[config.mk]
export PLATFORM = sky130hd
export DESIGN_NAME = instruction_fetch
export DESIGN_NICKNAME = d
export VERILOG_FILES = /design/src/rtl/fetch_pkg.sv /design/src/rtl/instruction_fetch.sv
export SDC_FILE = /design/constraint.sdc
export NUM_CORES = 1
export LEC_CHECK = 0
export ABC_AREA = 1
export BUFFER_PORTS_ARGS = -buffer_cell sky130_fd_sc_hd__clkbuf_2
export CORE_MARGIN = 5
export CORE_UTILIZATION = 56
export CTS_CLUSTER_DIAMETER = 200
export DETAILED_ROUTE_END_ITERATION = 8
export GPL_ROUTABILITY_DRIVEN = 0
export PLACE_DENSITY = 0.82
export SKIP_CTS_REPAIR_TIMING = 1
export SLEW_MARGIN = 25
export SYNTH_ARGS = -nofsm -noshare
export SYNTH_HDL_FRONTEND = slang
export SYNTH_SLANG_ARGS = --single-unit
[constraint.sdc]
create_clock -name clk -period 6.6 [get_ports clk]
set_input_delay 0.33 -clock clk [delete_from_list [all_inputs] [get_ports clk]]
set_output_delay 0.33 -clock clk [all_outputs]
set_load 0.02 [all_outputs]
[src/rtl/fetch_pkg.sv]
`default_nettype none
// ============================================================================
// Module      : fetch_pkg
// Description : Shared types and constants for the instruction fetch unit.
// Revision    : 1.0 - initial release
// ============================================================================
package fetch_pkg;

    // Bytes per instruction word; the sequential PC advances by this amount.
    localparam int INST_BYTES = 4;

    // Fetch FSM: issue a request, wait for its response, or discard a stale one.
    typedef enum logic [1:0] {
        ST_REQ  = 2'd0,
        ST_WAIT = 2'd1,
        ST_DROP = 2'd2
    } fetch_state_t;

endpackage
`default_nettype wire

[src/rtl/instruction_fetch.sv]
`default_nettype none
// ============================================================================
// Module      : instruction_fetch
// Description : Single-outstanding-request instruction fetch unit. Issues
//               PC-addressed memory requests, writes returned instructions
//               into the downstream buffer and handles branch redirects,
//               discarding responses that belong to a squashed request.
// Revision    : 1.0 - initial release
// ============================================================================
module instruction_fetch
    import fetch_pkg::*;
#(
    parameter int                    INST_WIDTH = 32,
    parameter int                    ADDR_WIDTH = 32,
    parameter logic [ADDR_WIDTH-1:0] RESET_PC   = '0
) (
    input  logic                  clk,
    input  logic                  reset,
    input  logic                  redirect_valid,
    input  logic [ADDR_WIDTH-1:0] redirect_pc,
    input  logic                  buf_full,
    output logic                  imem_req_valid,
    input  logic                  imem_req_ready,
    output logic [ADDR_WIDTH-1:0] imem_req_addr,
    input  logic                  imem_resp_valid,
    input  logic [INST_WIDTH-1:0] imem_resp_data,
    output logic                  buf_write_en,
    output logic [INST_WIDTH-1:0] buf_data,
    output logic [ADDR_WIDTH-1:0] fetch_pc
);

    fetch_state_t          r_state;
    fetch_state_t          w_state_next;
    logic [ADDR_WIDTH-1:0] r_pc;
    logic [ADDR_WIDTH-1:0] w_pc_next;
    logic [ADDR_WIDTH-1:0] r_req_addr;
    logic [ADDR_WIDTH-1:0] w_req_addr_next;
    logic                  r_buf_write_en;
    logic                  w_buf_write_en_next;
    logic [INST_WIDTH-1:0] r_buf_data;
    logic [INST_WIDTH-1:0] w_buf_data_next;
    logic [ADDR_WIDTH-1:0] r_fetch_pc;
    logic [ADDR_WIDTH-1:0] w_fetch_pc_next;
    logic [ADDR_WIDTH-1:0] w_redirect_aligned;
    logic [ADDR_WIDTH-1:0] w_pc_seq;
    logic                  w_handshake;
    logic                  w_unused_align_bits;

    // Redirect targets are word aligned; the low two bits are dropped.
    assign w_redirect_aligned  = {redirect_pc[ADDR_WIDTH-1:2], 2'b00};
    assign w_unused_align_bits = ^redirect_pc[1:0];
    // Wraps naturally modulo 2^ADDR_WIDTH.
    assign w_pc_seq            = r_req_addr + ADDR_WIDTH'(INST_BYTES);

    // A request is held off while a write is landing so that only one
    // instruction can be in flight and buffer space is always available.
    assign imem_req_valid = (r_state == ST_REQ) && !buf_full && !r_buf_write_en &&
                            !redirect_valid && !reset;
    assign imem_req_addr  = r_pc;
    assign w_handshake    = imem_req_valid && imem_req_ready;

    assign buf_write_en   = r_buf_write_en;
    assign buf_data       = r_buf_data;
    assign fetch_pc       = r_fetch_pc;

    // State register.
    always_ff @(posedge clk or posedge reset) begin
        if (reset) begin
            r_state <= ST_REQ;
        end else begin
            r_state <= w_state_next;
        end
    end

    // PC, latched request address and buffer write port registers.
    always_ff @(posedge clk or posedge reset) begin
        if (reset) begin
            r_pc           <= RESET_PC;
            r_req_addr     <= '0;
            r_buf_write_en <= 1'b0;
            r_buf_data     <= '0;
            r_fetch_pc     <= '0;
        end else begin
            r_pc           <= w_pc_next;
            r_req_addr     <= w_req_addr_next;
            r_buf_write_en <= w_buf_write_en_next;
            r_buf_data     <= w_buf_data_next;
            r_fetch_pc     <= w_fetch_pc_next;
        end
    end

    // Next-state, PC update and buffer write decisions.
    always_comb begin
        w_state_next        = r_state;
        w_pc_next           = r_pc;
        w_req_addr_next     = r_req_addr;
        w_buf_write_en_next = 1'b0;
        w_buf_data_next     = r_buf_data;
        w_fetch_pc_next     = r_fetch_pc;
        case (r_state)
            ST_REQ: begin
                // Responses seen here belong to no live request and are ignored.
                if (redirect_valid) begin
                    w_pc_next = w_redirect_aligned;
                end else if (w_handshake) begin
                    w_req_addr_next = r_pc;
                    w_state_next    = ST_WAIT;
                end
            end
            ST_WAIT: begin
                if (redirect_valid) begin
                    // A coincident response is the squashed one; otherwise it
                    // is still coming and must be dropped when it arrives.
                    w_pc_next    = w_redirect_aligned;
                    w_state_next = imem_resp_valid ? ST_REQ : ST_DROP;
                end else if (imem_resp_valid) begin
                    w_buf_write_en_next = 1'b1;
                    w_buf_data_next     = imem_resp_data;
                    w_fetch_pc_next     = r_req_addr;
                    w_pc_next           = w_pc_seq;
                    w_state_next        = ST_REQ;
                end
            end
            ST_DROP: begin
                if (redirect_valid) begin
                    w_pc_next = w_redirect_aligned;
                end
                if (imem_resp_valid) begin
                    w_state_next = ST_REQ;
                end
            end
            default: begin
                w_state_next = ST_REQ;
            end
        endcase
    end

endmodule
`default_nettype wire
Word level (Yosys, flattened, before mapping)

Cells that the tools add are included.

Flip-flop bits (word level): 131
Word-level logic and storage cells: 43

Reductions and logical operators: 16
Equality and inequality tests: 6
Bitwise operators: 1
Multiplexer cells: 13
Add/subtract/negate cells: 1

Operators with widths:

| kind                  | count |
|---|---|
| $mux 32               | 3 |
| $pmux 32 s2           | 1 |
| $add 32x3->32 const B | 1 |
| $mux 2                | 5 |
| $reduce_and 3->1      | 3 |
| $pmux 2 s3            | 1 |
| $logic_and 1x1->1     | 5 |
| $logic_not 1->1       | 4 |
| $ne 2x2->1 const B    | 2 |
| $mux 1                | 3 |
| $ne 3x3->1 const B    | 1 |
| $eq 2x1->1 const B    | 1 |
| $eq 2x2->1 const B    | 1 |
| $logic_not 2->1       | 1 |
| $ne 2x1->1 const B    | 1 |
| $reduce_and 2->1      | 1 |
| $reduce_bool 2->1     | 1 |
| $reduce_or 2->1       | 1 |
| $not 1->1             | 1 |

Depth between registers and ports, before layout

Gate-level depths: netlist of the first run.

Depth after elaboration: 9
Gate-level depth with buffers: 10
Mapped depth without buffers: 10

Worst setup path before layout of the first run

No wires, ideal clock.

Path type: register to register
Start: register r_state[0]
End: register r_req_addr[10]
Stages on the path, launching flop included: 8
Setup time: 124 ps
Path buffers: 1
Data required time: 6476 ps
Slack: 5142 ps
Arrival: 1334 ps
Path through: dfrtp_1 nor2_1 nand2_1 nor3_4 nand2_2 buf_2 nor2_1 a21oi_1

Word-level cells in the longest chain between the ends: 7

RTL lines:

| element                           | line                    | RTL |
|---|---|---|
| start: declaration                | instruction_fetch.sv:32 | `fetch_state_t r_state;` |
| start signal: assignment          | instruction_fetch.sv:71 | `r_state <= w_state_next;` |
| $logic_not 2->1                   | instruction_fetch.sv:57 | `assign imem_req_valid = (r_state == ST_REQ) && !buf_full && !r_buf_write_en &&` |
| $logic_and 1x1->1 (3 in a row)    | instruction_fetch.sv:57 |  |
| $logic_and 1x1->1                 | instruction_fetch.sv:58 | `!redirect_valid && !reset;` |
| named net imem_req_valid          | instruction_fetch.sv:22 | `output logic imem_req_valid,` |
| $logic_and 1x1->1                 | instruction_fetch.sv:60 | `assign w_handshake = imem_req_valid && imem_req_ready;` |
| $reduce_and 3->1 (no source line) | n/a                     |  |
| end signal: assignment            | instruction_fetch.sv:85 | `r_req_addr <= w_req_addr_next;` |
| end: declaration                  | instruction_fetch.sv:36 | `logic [ADDR_WIDTH-1:0] r_req_addr;` |

The timed path passes the listed nets, and every way through them passes these cells.
A chain may end at the register's enable or synchronous reset.

Worst setup path in the final report of the first run

Start: input port imem_resp_valid
End: register r_pc[0], in the netlist imem_req_addr[0]

Word-level cells in the longest chain between the ends: 2

RTL lines:

| element                           | line                    | RTL |
|---|---|---|
| start: declaration                | instruction_fetch.sv:25 | `input logic imem_resp_valid,` |
| $ne 3x3->1 (no source line)       | n/a                     |  |
| $reduce_and 3->1 (no source line) | n/a                     |  |
| end signal: assignment            | instruction_fetch.sv:84 | `r_pc <= w_pc_next;` |
| end: declaration                  | instruction_fetch.sv:34 | `logic [ADDR_WIDTH-1:0] r_pc;` |

Every way passes these cells.

==> metrics.txt, run 1 <==
Pwr per Cell Area=350 nW/um2; initial antenna violation count=0; Initial Utilization=57.8%; Mapped Area=6020 um2; Worst R2R Path Depth=7; RR Startpoint=r_state[0]$_DFFE_PP0P_; IO Port Bufs=165; outcome=complete, no violations; Area Growth Syn to Fin=25.3%; layout cells sized above 1=23.3%; post-synth cell types=27; antenna diode count=0; hold depth=3; Slew Viols, Final=0; Placement Rows=37; Max FO, Critical Path=90; area taken by multi-input logic gates=2430 um2; crit start category=primary input; static leakage=4.06 nW; FILL cells=870; final period utilization=34.4%; Final Core Density=72.4%; RSZ-0062 raised after global routing=no; H-Tree Level Count=4; post-DR wirelength/cell=14.9 um; Synth Warn #=0; Post-synth EDFFs=0; asr flop ratio synth=100%; first-iteration detailed-routing DRC count=478; drt total wl=16100 um; final antenna-violating net count=0; Comb power frac=25.4%; Hold/Removal Path Class=primary input to flop; P_sw=0.000918 W; Worst Setup End Kind=flop; sequential cell area=3280 um2; Synth Flop Type=dfrtp_1; Post-Syn Instances=774; Post-DP HPWL=11400 um; total gr overflow=0; Seq cells post-synth=131; sequential cell area fraction in the yosys report=54.4%; first-pass GRT wire length=26100 um; Nets=1006; Reg power frac=42.1%; Skew-Pair Late Insertion Delay=0.52 ns; Clock power frac=32.5%; Setup TNS=0 ns; CTS buffer count=17; first drt pass iteration count=6; core footprint=10400 um2; worst-margin pin slew=0.838 ns; Final Hold Slack=0.0125 ns; count of final setup violators=0; CTS sink count=131; Die H=114 um; hold wc startpoint=imem_resp_data[5]; die area=12900 um2; die width=114 um; Max VDD drop=0.160 mV; Sw Ratio=34.8%; kind of critical path=primary input to flop; hold path endpoint=buf_data[5]$_DFFE_PP0P_; final worst setup slack=4.33 ns; I/O pin count=168; vias in the first global route=5324; Worst Skew=0.00685 ns; Hold Fails Final Rpt=0; Setup WS pre-CTS=4.03 ns; Required @ worst endpoint=7.00 ns; clock slew at reported path FFs=0.06 ns; CTS tree=built; fmax=440 MHz; CTS max path bufs=2; number of vias per cell=5.23; Remaining DRCs=0; Total Power=0.00264 W; vias post-DR=5666; root buffer cell=clkbuf_8; post-route minimum period=2.27 ns; Int Pwr=0.00172 W; critical path arrival=2.67 ns; largest net degree at the start of global routing=91; Net Count, Synth=845; RR Endpoint=imem_req_addr[0]$_DFFE_PP0P_; synthesized area per cell=7.78 um2; GRT Total Usage=25.3%; total of max-cap violations=0; Slew HR=44.1%; FF-to-FF setup slack=4.38 ns
critical path, stage by stage:
cell	delay [ns]
dlygate4sd3_1	0.53
clkbuf_2	0.11
nand2_1	0.07
inv_1	0.08
nand2_2	0.06
buf_4	0.63
inv_2	0.50
nand2_1	0.19
o21ai_1	0.08
kinds of logic (layout without fill, tap and decap cells):
family	after synthesis	in the layout	share of synthesized area, %
adder cells (fa/ha/maj)	1	1	0.208
buffers and inverters	80	254	5.47
XOR/XNOR	3	3	0.436
AND/OR/NAND/NOR	459	459	30.7
AO/OA/AOI/OAI	100	100	8.79
flip-flops	131	131	54.4
synth_stat cells (8+ instances only):
library cell	count	area, um2
clkbuf_1	8	30.0
nand3_1	35	175
o21ai_1	12	60.1
o21ai_0	43	215
buf_2	20	100
nor2_1	108	405
nand2_1	296	1110
a21oi_1	35	175
dfrtp_1	131	3280
inv_1	47	176
nand2_2	8	50.1
cell usage in the layout, fill, tap and decap left out:
master         count
a21oi_1           35
a22oi_1            3
a31oi_1            1
buf_16             2
buf_4              1
buf_6              1
bufinv_16          1
clkbuf_1           4
clkbuf_16         16
clkbuf_2         165
clkbuf_8           4
clkinv_2           3
clkinv_4           2
clkinvlp_4         2
dfrtp_1          131
dlygate4sd3_1      3
ha_1               1
inv_1             45
inv_2              4
inv_4              1
nand2_1          295
nand2_2            8
nand2_4            1
nand3_1           35
nand3_2            1
nand4_1            3
nor2_1           107
nor2_2             3
nor2_4             4
nor3_4             1
nor4_1             1
o211ai_1           2
o21ai_0           43
o21ai_1           12
o21ai_4            1
o22ai_1            3
xor2_1             3
stage by stage:
| step | cell area, um2 | std cells |
|---|---|---|
| 2_1_floorplan | 6020 | 774 |
| 3_3_place_gp | 6900 | 1047 |
| 3_5_place_dp | 6900 | 1047 |
| 4_1_cts | 7450 | 1079 |
| 5_1_grt | 7540 | 1084 |
| 6_report | 7540 | 1084 |
final cells by class:
class | count | area share, %
Inverter | 50 | 2.52
Sequential cell | 131 | 43.4
Clock buffer | 24 | 6.24
Timing Repair Buffer | 172 | 12.3
Tap cell | 136 | 2.26
Multi-Input combinational cell | 563 | 32.2
Clock inverter | 8 | 1.03
power groups by stage:
| stage | Clock (W) | Sequential, W | Combinational (W) |
|---|---|---|---|
| 3_5_place_dp | 0 | 0.00112 | 0.000666 |
| 3_3_place_gp | 0 | 0.00111 | 0.000656 |
| 5_1_grt | 0.000905 | 0.00114 | 0.000746 |
| 2_1_floorplan | 0 | 0.00125 | 0.000272 |
| 4_1_cts | 0.000870 | 0.00111 | 0.000671 |
| 6_report | 0.000857 | 0.00111 | 0.000669 |
layer usage:
metal | track usage (%) | wire [um] | vias to the layer above
met3 | 5.68 | 1250 | 39
met5 | 0 | 0 | -
met1 | 35.1 | 7050 | 2614
met4 | 9.21 | 397 | 0
met2 | 39.3 | 7440 | 246
li1 | - | - | 2767
worst max-delay path by stage:
| stage | from | to | slack (ns) | cells after the start |
|---|---|---|---|---|
| floorplan | reset | buf_data[0]$_DFFE_PP0P_ | 2.77 | 1 |
| global placement | redirect_valid | imem_req_addr[1]$_DFFE_PP0P_ | 3.99 | 7 |
| detailed placement | redirect_valid | imem_req_addr[5]$_DFFE_PP0P_ | 4.03 | 6 |
| CTS | r_state[0]$_DFFE_PP0P_ | imem_req_addr[5]$_DFFE_PP0P_ | 4.06 | 6 |
| global route | imem_resp_valid | imem_req_addr[0]$_DFFE_PP0P_ | 4.07 | 9 |
| finish | imem_resp_valid | imem_req_addr[0]$_DFFE_PP0P_ | 4.33 | 9 |
flip-flops by register name, summed over array words and instances (netlist names):
register       flops
buf_data          32
imem_req_addr     32
r_state            2
buf_write_en       1
fetch_pc          32
r_req_addr        32
Power figures use the tool's default switching activity.
==> inputs of run 2 (changes only) <==
--- a/config.mk
+++ b/config.mk
@@ -8,11 +8,11 @@
 export ABC_AREA = 1
 export BUFFER_PORTS_ARGS = -buffer_cell sky130_fd_sc_hd__clkbuf_2
 export CORE_MARGIN = 5
-export CORE_UTILIZATION = 56
+export CORE_UTILIZATION = 47
 export CTS_CLUSTER_DIAMETER = 200
 export DETAILED_ROUTE_END_ITERATION = 8
 export GPL_ROUTABILITY_DRIVEN = 0
-export PLACE_DENSITY = 0.82
+export PLACE_DENSITY = 0.73
 export SKIP_CTS_REPAIR_TIMING = 1
 export SLEW_MARGIN = 25
 export SYNTH_ARGS = -nofsm -noshare
==> constraint.sdc (replaced) <==
create_clock -name clk -period 1.9 [get_ports clk]
set_input_delay 0.095 -clock clk [delete_from_list [all_inputs] [get_ports clk]]
set_output_delay 0.095 -clock clk [all_outputs]
set_load 0.02 [all_outputs]
==> run 2 against run 1 <==
The flow now finishes with violations (hold timing). Global-route usage down 3.3 points. Worst hold slack worse by 0.021 ns. Sequential share of layout area shrank 3.0 points. Critical path type is now flop to flop.
==> metrics.txt, run 2 (same netlist as run 1, synthesis figures left out) <==
outcome=complete, but fails checks; failing checks=hold timing; RSZ-0062 raised after global routing=no; CTS tree=built; Reg power frac=40.0%; critical path arrival=1.93 ns; kind of critical path=flop to flop; area taken by multi-input logic gates=2420 um2; Required @ worst endpoint=2.20 ns; total gr overflow=0; vias post-DR=5768; post-DR wirelength/cell=14.7 um; Clock power frac=35.0%; I/O pin count=168; count of final setup violators=0; number of vias per cell=4.96; Worst Setup End Kind=flop; met2 Usage GRT=35.7%; Nets=1049; total of max-cap violations=0; Remaining DRCs=0; Hold Fails Final Rpt=1; Max FO, Critical Path=6; root buffer cell=clkbuf_16; Comb power frac=25.0%; CTS max path bufs=2; CTS buffer count=17; worst-margin pin slew=0.682 ns; final period utilization=85.5%; first drt pass iteration count=4; die area=15200 um2; Worst R2R Path Depth=10; hold path endpoint=imem_req_addr[4]$_DFFE_PP0P_; die width=123 um; FF-to-FF setup slack=0.28 ns; first-iteration detailed-routing DRC count=371; crit start category=flop; Post-DP HPWL=11600 um; P_sw=0.00327 W; FILL cells=1073; RR Startpoint=r_req_addr[3]$_DFFE_PP0P_; Pwr per Cell Area=1190 nW/um2; layout cells sized above 1=23.1%; post-route minimum period=1.62 ns; Int Pwr=0.00637 W; H-Tree Level Count=4; drt total wl=17100 um; initial antenna violation count=0; Die H=123 um; CTS sink count=131; first-pass GRT wire length=25900 um; sequential cell area=3280 um2; Worst Skew=0.00482 ns; Final Hold Slack=-0.00816 ns; static leakage=4.28 nW; hold wc startpoint=redirect_pc[4]; M1 GR Usage=28.9%; met3 GRT Util=5.58%; Initial Utilization=47.9%; final antenna-violating net count=0; largest net degree at the start of global routing=132; commonest non-fill, non-tap cell in the layout=nand2_1; most used routing layer=met2; Sw Ratio=33.9%; most frequent cells in the layout=nand2_1 (295), clkbuf_2 (165), dfrtp_1 (131), nor2_1 (107), inv_1 (46); Slew Viols, Final=0; fmax=616 MHz; vias in the first global route=5193; Setup TNS=0 ns; clock slew at reported path FFs=0.06 ns; Final Core Density=64.5%; Max VDD drop=0.696 mV; IO Port Bufs=165; Total Power=0.00965 W; RR Endpoint=imem_req_addr[26]$_DFFE_PP0P_; GRT Total Usage=22.0%; Area Growth Syn to Fin=34.7%; hold depth=3; antenna diode count=0; Placement Rows=41; Slew HR=54.5%; core footprint=12600 um2; Skew-Pair Late Insertion Delay=0.41 ns; Hold/Removal Path Class=primary input to flop
run 2: changes by cell type in the layout (fill, tap and decap cells not counted), sizes merged:
cell and change:
buf +5, dlygate4sd3 +38, bufinv +2, clkinvlp +2
clkbuf -4
run 2: power by group through the flow:
| stage | Combinational (W) | Sequential (W) | Clock [W] |
|---|---|---|---|
| finish | 0.00241 | 0.00386 | 0.00338 |
| global route | 0.00267 | 0.00393 | 0.00357 |
| CTS | 0.00237 | 0.00385 | 0.00344 |
| detailed placement | 0.00235 | 0.00389 | 0 |
| global placement | 0.00232 | 0.00386 | 0 |
| floorplan | 0.000944 | 0.00436 | 0 |
run 2: cell type report:
type,count,area share (%)
multi-input combinational,563,29.9
timing repair buffer,215,17.0
sequential,131,40.4
inverter,50,2.36
tap,172,2.65
clock inverter,12,1.90
clock buffer,20,5.76
run 2: layer usage:
| metal | up-vias | wire (um) |
|---|---|---|
| met5 | - | 0 |
| met4 | 0 | 288 |
| met3 | 22 | 1250 |
| met2 | 188 | 8090 |
| met1 | 2710 | 7450 |
| li1 | 2848 | - |
run 2: critical path, stage by stage, from the launching register on:
cell	delay, ns
dfrtp_1	0.44
ha_1	0.23
nand3_2	0.15
inv_2	0.15
nand2_2	0.12
inv_1	0.11
nand2_1	0.06
nand2_1	0.06
nand3_1	0.07
nand2_1	0.07
nand2_1	0.05
run 2: stage by stage:
stage,setup slack [ns],std cells,instance area [um2]
6_report,0.276,1163,8110
5_1_grt,0.0481,1163,8110
4_1_cts,0.256,1122,7700
3_5_place_dp,0.281,1090,7080
3_3_place_gp,0.305,1090,7080
2_1_floorplan,0.182,774,6020
run 2: worst max-delay path by stage:
stage	start	end	slack (ns)
2_1_floorplan	reset	buf_data[0]$_DFFE_PP0P_	0.18
3_3_place_gp	r_req_addr[3]$_DFFE_PP0P_	imem_req_addr[20]$_DFFE_PP0P_	0.30
3_5_place_dp	r_req_addr[3]$_DFFE_PP0P_	imem_req_addr[20]$_DFFE_PP0P_	0.28
4_1_cts	r_req_addr[3]$_DFFE_PP0P_	imem_req_addr[26]$_DFFE_PP0P_	0.26
5_1_grt	r_req_addr[3]$_DFFE_PP0P_	imem_req_addr[18]$_DFFE_PP0P_	0.05
6_report	r_req_addr[3]$_DFFE_PP0P_	imem_req_addr[26]$_DFFE_PP0P_	0.28
==> inputs of run 3 (changes only) <==
--- a/config.mk
+++ b/config.mk
@@ -8,11 +8,11 @@
 export ABC_AREA = 1
 export BUFFER_PORTS_ARGS = -buffer_cell sky130_fd_sc_hd__clkbuf_2
 export CORE_MARGIN = 5
-export CORE_UTILIZATION = 47
+export CORE_UTILIZATION = 56
 export CTS_CLUSTER_DIAMETER = 200
 export DETAILED_ROUTE_END_ITERATION = 8
 export GPL_ROUTABILITY_DRIVEN = 0
-export PLACE_DENSITY = 0.73
+export PLACE_DENSITY = 0.82
 export SKIP_CTS_REPAIR_TIMING = 1
 export SLEW_MARGIN = 25
 export SYNTH_ARGS = -nofsm -noshare
==> constraint.sdc (replaced) <==
create_clock -name clk -period 2.1 [get_ports clk]
set_input_delay 0.105 -clock clk [delete_from_list [all_inputs] [get_ports clk]]
set_output_delay 0.105 -clock clk [all_outputs]
set_load 0.02 [all_outputs]
==> run 3 against run 2 <==
The run still ends with hold timing left. Sequential power shrank 9.3%. Die area shrank 15%. Highest routed layer unchanged. Count of clock-buffer cells in the layout shrank 2. Non-clock buffer count grew 22. Final area grew 1.6%.
==> metrics.txt, run 3 (same netlist as run 1, synthesis figures left out) <==
Nets=1071; CP cell instances=inv_1 > nor2_4 > inv_1 > a21oi_1 > o21ai_0 > a22oi_1; Area Growth Syn to Fin=36.8%; total of max-cap violations=0; critical path arrival=2.16 ns; Comb power frac=25.7%; Max VDD drop=0.513 mV; most frequent cells in the layout=nand2_1 (295), clkbuf_2 (165), dfrtp_1 (131), nor2_1 (107), dlygate4sd3_1 (65); Skew-Pair Late Insertion Delay=0.52 ns; Total Power=0.00870 W; CP dominant cell by count=inv_1; Worst Skew=0.00670 ns; Clock power frac=34.1%; die width=114 um; Placement Rows=37; Required @ worst endpoint=2.53 ns; outcome=complete, but fails checks; final antenna-violating net count=0; Final Hold Slack=-0.0431 ns; Die H=114 um; static leakage=4.35 nW; first-iteration detailed-routing DRC count=542; worst-margin pin slew=0.686 ns; RSZ-0062 raised after global routing=no; Slew Viols, Final=0; FILL cells=692; Hold/Removal Path Class=primary input to flop; first-pass GRT wire length=26000 um; P_sw=0.00311 W; die area=12900 um2; Worst Setup End Kind=flop; failing checks=hold timing; largest stage delay on the critical path=0.38 ns; largest net degree at the start of global routing=132; post-route minimum period=1.73 ns; CTS buffer count=17; Reg power frac=40.3%; post-DR wirelength/cell=15.4 um; root buffer cell=clkbuf_8; final period utilization=82.3%; CTS sink count=131; Max FO, Critical Path=15; first drt pass iteration count=5; Remaining DRCs=0; commonest non-fill, non-tap cell in the layout=nand2_1; CTS max path bufs=2; drt total wl=17700 um; Int Pwr=0.00558 W; count of final setup violators=0; Pwr per Cell Area=1060 nW/um2; number of vias per cell=5.25; H-Tree Level Count=4; Final Core Density=79.1%; Final Non-Filler Cells=1149; I/O pin count=168; layout cells sized above 1=22.4%; IO Port Bufs=165; vias post-DR=6037; Setup TNS=0 ns; fmax=579 MHz; kind of critical path=flop to flop; CTS tree=built; Post-DP HPWL=11300 um; antenna diode count=0; Sw Ratio=35.8%; total gr overflow=0; GRT Total Usage=25.3%; crit start category=flop; Hold Fails Final Rpt=2; core footprint=10400 um2; vias in the first global route=5300; Initial Utilization=57.8%; clock slew at reported path FFs=0.06 ns; Slew HR=54.3%; placed cells=1052; slowest CP cell=dfrtp_1; initial antenna violation count=0
-- run 3: area by class of cell --
cell class	instances	area, um2	share of cell area (%)
clock inverter	14	169	2.05
clock buffer	18	428	5.19
sequential	131	3280	39.8
inverter	50	191	2.32
tap	136	170	2.07
timing repair buffer	237	1580	19.2
multi-input combinational	563	2420	29.4
-- run 3: worst max-delay path, delay by kind of cell, from the launching register on --
kind	cells	cell delay, ns
buffers and inverters	2	0.45
and+or+nand+nor	1	0.31
AOI/OAI and AO/OA	3	0.50
DFF	1	0.38
-- run 3: routing by layer --
| layer | up-vias | wire [um] | track usage, % |
|---|---|---|---|
| met5 | - | 0 | 0 |
| met4 | 0 | 438 | 10.0 |
| met3 | 38 | 1620 | 5.15 |
| met2 | 293 | 8210 | 38.7 |
| met1 | 2807 | 7480 | 35.7 |
| li1 | 2899 | - | - |
-- run 3: metrics by stage --
stage | setup slack, ns | cell area, um2 | hold WS [ns]
6_report | 0.371 | 8240 | -0.0431
4_1_cts | 0.354 | 7590 | -0.236
5_1_grt | 0.211 | 8240 | 0.00200
3_3_place_gp | 0.497 | 6990 | 0.296
3_5_place_dp | 0.436 | 6990 | 0.306
2_1_floorplan | 0.372 | 6020 | 0.175
-- run 3: path summary, 6_finish.rpt --
check | from | end | slack (ns) | cells after the start
worst max-delay path | r_state[0]$_DFFE_PP0P_ | imem_req_addr[6]$_DFFE_PP0P_ | 0.37 | 6
worst min-delay path | redirect_pc[31] | imem_req_addr[31]$_DFFE_PP0P_ | -0.04 | 5
worst max register to register | r_state[0]$_DFFE_PP0P_ | imem_req_addr[6]$_DFFE_PP0P_ | 0.37 | 6
worst min register to register | buf_data[7]$_DFFE_PP0P_ | buf_data[7]$_DFFE_PP0P_ | 0.48 | 2
max in group asynchronous | reset | fetch_pc[27]$_DFFE_PP0P_ | 1.24 | 4
min in group asynchronous | reset | r_state[1]$_DFFE_PP0P_ | 0.33 | 4
-- run 3: power groups by stage --
stage | registers (W) | logic (W) | clock network (W)
global route | 0.00359 | 0.00246 | 0.00310
detailed placement | 0.00353 | 0.00210 | 0
global placement | 0.00350 | 0.00207 | 0
CTS | 0.00349 | 0.00213 | 0.00299
finish | 0.00350 | 0.00223 | 0.00296
floorplan | 0.00394 | 0.000854 | 0
